`config.mk`:
```
export PLATFORM = sky130hd
export DESIGN_NAME = inst_fetch_queue
export DESIGN_NICKNAME = d
export VERILOG_FILES = /design/src/rtl/inst_fetch_queue.sv
export SDC_FILE = /design/constraint.sdc
export NUM_CORES = 2
export LEC_CHECK = 0
export ABC_AREA = 1
export CORE_MARGIN = 4
export CORE_UTILIZATION = 25
export CTS_BUF_LIST = sky130_fd_sc_hd__clkbuf_16
export DETAILED_ROUTE_END_ITERATION = 10
export PLACE_DENSITY_LB_ADDON = 0.25
export SETUP_SLACK_MARGIN = 0.3
export SLEW_MARGIN = 5
export SYNTH_ARGS = -nofsm -noshare
export SYNTH_HDL_FRONTEND = slang
export SYNTH_SLANG_ARGS = --single-unit
```
`constraint.sdc`:
```
create_clock -name clk -period 3.4 [get_ports clk]
set_clock_uncertainty 0.05 [all_clocks]
set_input_delay 0.68 -clock clk [delete_from_list [all_inputs] [get_ports clk]]
set_output_delay 0.68 -clock clk [all_outputs]
set_load 0.02 [all_outputs]
```
`src/rtl/inst_fetch_queue.sv`:
```
// -----------------------------------------------------------------------------
// inst_fetch_queue
//   Dual-port instruction queue sitting between the instruction cache and the
//   dual-issue decoder. Accepts 0..2 {inst, pc} pairs per cycle from fetch and
//   presents the two oldest entries to decode, which consumes 0..2 of them.
//   A flush discards every buffered entry.
//
// Ports
//   clk        : clock, all state changes on the rising edge
//   resetn     : asynchronous active-low reset
//   flush      : synchronous discard of all entries (wins over push and pop)
//   push_en1/2 : write slot 1 / slot 2 (slot 2 only honoured with slot 1)
//   push_inst* : instruction words for the two write slots
//   push_pc*   : PCs for the two write slots
//   full       : fewer than two free entries; pushes are rejected while high
//   pop_en1/2  : decoder consumes out slot 1 / slot 2 (slot 2 needs slot 1)
//   out_valid* : out slot holds the oldest / second-oldest entry
//   out_inst*  : instruction words of the two oldest entries (0 when invalid)
//   out_pc*    : PCs of the two oldest entries (0 when invalid)
//   empty      : no entries buffered
// -----------------------------------------------------------------------------
module inst_fetch_queue #(
    parameter int DEPTH = 16,
    parameter int PTR_W = 4
) (
    input  logic        clk,
    input  logic        resetn,
    input  logic        flush,
    input  logic        push_en1,
    input  logic        push_en2,
    input  logic [31:0] push_inst1,
    input  logic [31:0] push_inst2,
    input  logic [31:0] push_pc1,
    input  logic [31:0] push_pc2,
    output logic        full,
    input  logic        pop_en1,
    input  logic        pop_en2,
    output logic        out_valid1,
    output logic        out_valid2,
    output logic [31:0] out_inst1,
    output logic [31:0] out_inst2,
    output logic [31:0] out_pc1,
    output logic [31:0] out_pc2,
    output logic        empty
);

    localparam logic [PTR_W:0] FULL_THR = (PTR_W + 1)'(DEPTH - 2);

    // Clamp the requested pop count to the number of valid entries.
    function automatic logic [1:0] clamp_pop(input logic [1:0] req,
                                             input logic [PTR_W:0] cnt);
        logic [1:0] res;
        if (cnt < {{(PTR_W - 1){1'b0}}, req}) begin
            res = cnt[1:0];
        end else begin
            res = req;
        end
        return res;
    endfunction

    // Storage word layout: {inst[31:0], pc[31:0]}
    logic [63:0]      mem_r [DEPTH];
    logic [PTR_W-1:0] wr_ptr_r;
    logic [PTR_W-1:0] rd_ptr_r;
    logic [PTR_W:0]   count_r;

    logic [1:0]       np_s;
    logic [1:0]       nc_s;
    logic [1:0]       pop_req_s;
    logic             full_s;
    logic [PTR_W-1:0] wr_nxt_s;
    logic [PTR_W-1:0] rd_nxt_s;

    assign full_s   = (count_r > FULL_THR);
    assign wr_nxt_s = wr_ptr_r + PTR_W'(1);
    assign rd_nxt_s = rd_ptr_r + PTR_W'(1);

    // Push and pop counts for this cycle; flush and full gate them off.
    always_comb begin
        np_s      = 2'd0;
        nc_s      = 2'd0;
        pop_req_s = 2'd0;
        if (pop_en1 && pop_en2) begin
            pop_req_s = 2'd2;
        end else if (pop_en1) begin
            pop_req_s = 2'd1;
        end else begin
            pop_req_s = 2'd0;
        end
        if (flush || full_s) begin
            np_s = 2'd0;
        end else if (push_en1 && push_en2) begin
            np_s = 2'd2;
        end else if (push_en1) begin
            np_s = 2'd1;
        end else begin
            np_s = 2'd0;
        end
        if (flush) begin
            nc_s = 2'd0;
        end else begin
            nc_s = clamp_pop(pop_req_s, count_r);
        end
    end

    // Storage writes; contents are deliberately not reset or flushed.
    always_ff @(posedge clk) begin
        if (np_s != 2'd0) begin
            mem_r[wr_ptr_r] <= {push_inst1, push_pc1};
        end
        if (np_s == 2'd2) begin
            mem_r[wr_nxt_s] <= {push_inst2, push_pc2};
        end
    end

    // Pointer and occupancy registers.
    always_ff @(posedge clk or negedge resetn) begin
        if (!resetn) begin
            wr_ptr_r <= '0;
            rd_ptr_r <= '0;
            count_r  <= '0;
        end else if (flush) begin
            wr_ptr_r <= '0;
            rd_ptr_r <= '0;
            count_r  <= '0;
        end else begin
            wr_ptr_r <= wr_ptr_r + PTR_W'(np_s);
            rd_ptr_r <= rd_ptr_r + PTR_W'(nc_s);
            count_r  <= count_r + (PTR_W + 1)'(np_s) - (PTR_W + 1)'(nc_s);
        end
    end

    assign full       = full_s;
    assign empty      = (count_r == '0);
    assign out_valid1 = (count_r != '0);
    assign out_valid2 = (count_r >= (PTR_W + 1)'(2));

    // Output slots read the two oldest entries, zeroed when not valid.
    always_comb begin
        out_inst1 = 32'h0;
        out_pc1   = 32'h0;
        out_inst2 = 32'h0;
        out_pc2   = 32'h0;
        if (out_valid1) begin
            out_inst1 = mem_r[rd_ptr_r][63:32];
            out_pc1   = mem_r[rd_ptr_r][31:0];
        end else begin
            out_inst1 = 32'h0;
            out_pc1   = 32'h0;
        end
        if (out_valid2) begin
            out_inst2 = mem_r[rd_nxt_s][63:32];
            out_pc2   = mem_r[rd_nxt_s][31:0];
        end else begin
            out_inst2 = 32'h0;
            out_pc2   = 32'h0;
        end
    end

endmodule

```
==> metrics <==
status=finished with violations; failing checks=setup timing; post-DP HPWL=168900 um; Cell variety after synth=25; Cell Area, Placed=0.07493 sq mm; via density per instance=5.155; Top FF cell, synth=edfxtp_1; via count of the first global-routing pass=62780; Routed Wire Length=316400 um; CTS max path bufs=3; die width=522.1 um; CTS tree=done; I/O Buffers=266; most frequent cells in the layout=3090 x nand2_1, 1289 x nand3_1, 1149 x inv_1; slowest stage cell, crit path=dfrtp_4; commonest non-fill, non-tap cell in the layout=nand2_1; Static Leak=40.26 nW; Reg2Reg Depth=15; Remaining DRCs=0; register bit total from synthesis=1037; global-route wire length before repair=445700 um; Hold-fix buffers, CTS=0; Critical Path Source Type=flop; Worst-path clk slew=0.06 ns; largest family of logic cells by synthesized area=simple AND/OR/NAND/NOR gates; grt ovf=0; Avg Inst Size Synth=7.194 sq um; Synth warnings=0; Final min period=3.868 ns; Layout area overhead=36.22%; fraction of layout cells with a size suffix above 1=18.10%; Synth Area in Simple Gates=31.84%; Async SR Flop Fraction=1.254%; I/O Pins=267; die height=522.1 um; Final Cycle Share=113.8%; syn nets=9339; Post-Synth Adder-Cell Area=0.4052%; fillers=26820; Post-synth EDFFs=1024; number of max-cap violations=0; number of DRC markers in iteration 0=8295; Max stage delay on crit path=0.56 ns; post-place setup slack=-0.6113 ns; Worst Path Max Fanout=8; largest net degree at the start of global routing=129; Worst Path Required=2.67 ns; core area=0.2627 sq mm; kind of critical path=reg -> out; Seq/Total Area, Yosys=47.03%; fin nets=9613; number of CTS-inserted buffers=135; # rows=188; clk_lat worst skew=0.81 ns; multiplexer share of the synthesized area=0%; Clock Tree Root=clkbuf_16; pwr/cell area=718.0 mW/mm^2; htree depth=4; HP Class=in -> async; DR WL/cell=24.17 um; VDD IR max=525.6 uV; area fraction in compound gates after synthesis=8.917%; Final Hold Viols=0; vias=67490; Critical Path AT=3.14 ns; Cell Area, Synth=0.06607 sq mm; Die ar.=0.2726 sq mm; CTS sink cnt=1037; Slew headroom=33.51%; Post-Syn Instances=9185; Final setup violation count=128; Worst-Margin Slew=0.9973 ns; XOR/XNOR Fraction of Synth Area=0.03977%; drt pass-1 iters=7; PnR worst setup slack=-0.4684 ns; global placement routability congestion=0.8214; Worst Setup End Kind=primary output; GRT Util Overall=22.21%; RSZ-0062 raised after global routing=yes; Total Power=64.62 mW; final max-slew violation count=0; post-route ant nets=0; initial antenna violation count=20; CP cell instances=ha_4 -> buf_16 -> clkinv_16 -> buf_12 -> buf_16 -> buf_6 -> nand3_2 -> nand3_2 -> nand3_2 -> a21oi_2 -> buf_6 -> buf_6; final instance area=0.09001 sq mm; maximum clock rate=258.5 MHz; initial core utilization=25.15%
## routing by layer
layer,up-vias,routed length (um),GRT usage [%]
met5,-,48,0
li1,30490,-,-
met4,8,15180,9.804
met1,32390,128900,29.70
met2,3791,142800,35.18
met3,809,29450,3.781
## repair_timing
action	in CTS	in global routing
pin swaps	189	191
endpoints found under the setup margin	134	135
gates cloned	96	24
resized for setup	1182	467
setup buffers	184	40
## path summary, 6_finish.rpt
| check | start | to | slack [ns] |
|---|---|---|---|
| setup / recovery | rd_ptr_r[0] | out_inst2[6] | -0.47 |
| hold / removal | resetn | count_r[0] | 0.31 |
| setup reg to reg | count_r[1] | count_r[3] | 0.33 |
| hold reg to reg | wr_ptr_r[2] | wr_ptr_r[2] | 0.49 |
| max in group asynchronous | resetn | rd_ptr_r[2] | 2.35 |
| min in group clk | wr_ptr_r[2] | wr_ptr_r[2] | 0.49 |
## cell usage after synthesis, types with 4 or more instances
cell type,number,area [sq um]
nor2_1,31,116.4
clkbuf_1,508,1907
ha_1,15,187.7
buf_1,171,641.9
inv_2,6,22.52
buf_2,155,775.7
nand4_4,7,148.9
buf_6,14,157.7
nand3_1,1795,8984
inv_1,1119,4200
clkbuf_2,9,45.04
nand4_1,10,62.56
nand2_1,3122,11720
edfxtp_1,1024,30750
o21ai_0,1025,5130
dfrtp_1,13,325.3
fa_1,4,80.08
o21ai_1,8,40.04
a21oi_1,139,695.7
## sequential cells by signal, summed over array words and instances (netlist names)
name and cells:
mem_r 1024, wr_ptr_r 4, count_r 5, rd_ptr_r 4
## metrics by stage
step / TNS, ns / cells / hold WS, ns / util, %
final: -40.74 / 13090 / 0.3118 / 34.26
after global routing: -51.10 / 13090 / 0.3252 / 34.25
after CTS: -45.57 / 13010 / 0.2831 / 32.98
after detailed placement: -4.334 / 12490 / 0.4779 / 28.52
after global placement: -5.070 / 12490 / 0.4630 / 28.52
after floorplan: 0 / 9185 / 0.3344 / -
## critical path, delay by kind of cell (launching register included)
| kind | cells | cell delay [ns] |
|---|---|---|
| flops | 1 | 0.56 |
| buf+inv | 7 | 1.11 |
| compound gates | 1 | 0.06 |
| fa+ha+maj | 1 | 0.34 |
| simple gates | 3 | 0.24 |
## area by class of cell
class	count	area, sq um	share of cell area (%)
clock inverter	98	686.9	0.7632
timing repair inverter	5	116.4	0.1293
clock buffer	143	3578	3.976
sequential	1037	31090	34.54
tap	3515	4398	4.886
antenna	13	32.53	0.03614
inverter	1125	4322	4.801
timing repair buffer	992	14650	16.27
multi-input combinational	6163	31140	34.59
## report_power, final
part / switching [mW] / internal, mW / leakage [nW]
Sequential: 0.100 / 14.3 / 9.39
Combinational: 20.1 / 15.7 / 28.6
Clock: 6.18 / 8.17 / 2.22
## cells by family (layout without fill, tap and decap cells)
kind of cell,count (synthesis),count (layout)
adders and majority gates,19,19
other,0,13
xor gates and xnor gates,3,3
buffers and inverters,1985,2363
and+or+nand+nor,4967,4967
DFF,1037,1037
AOI/OAI and AO/OA,1174,1174
(Power assumes the default switching activity.)
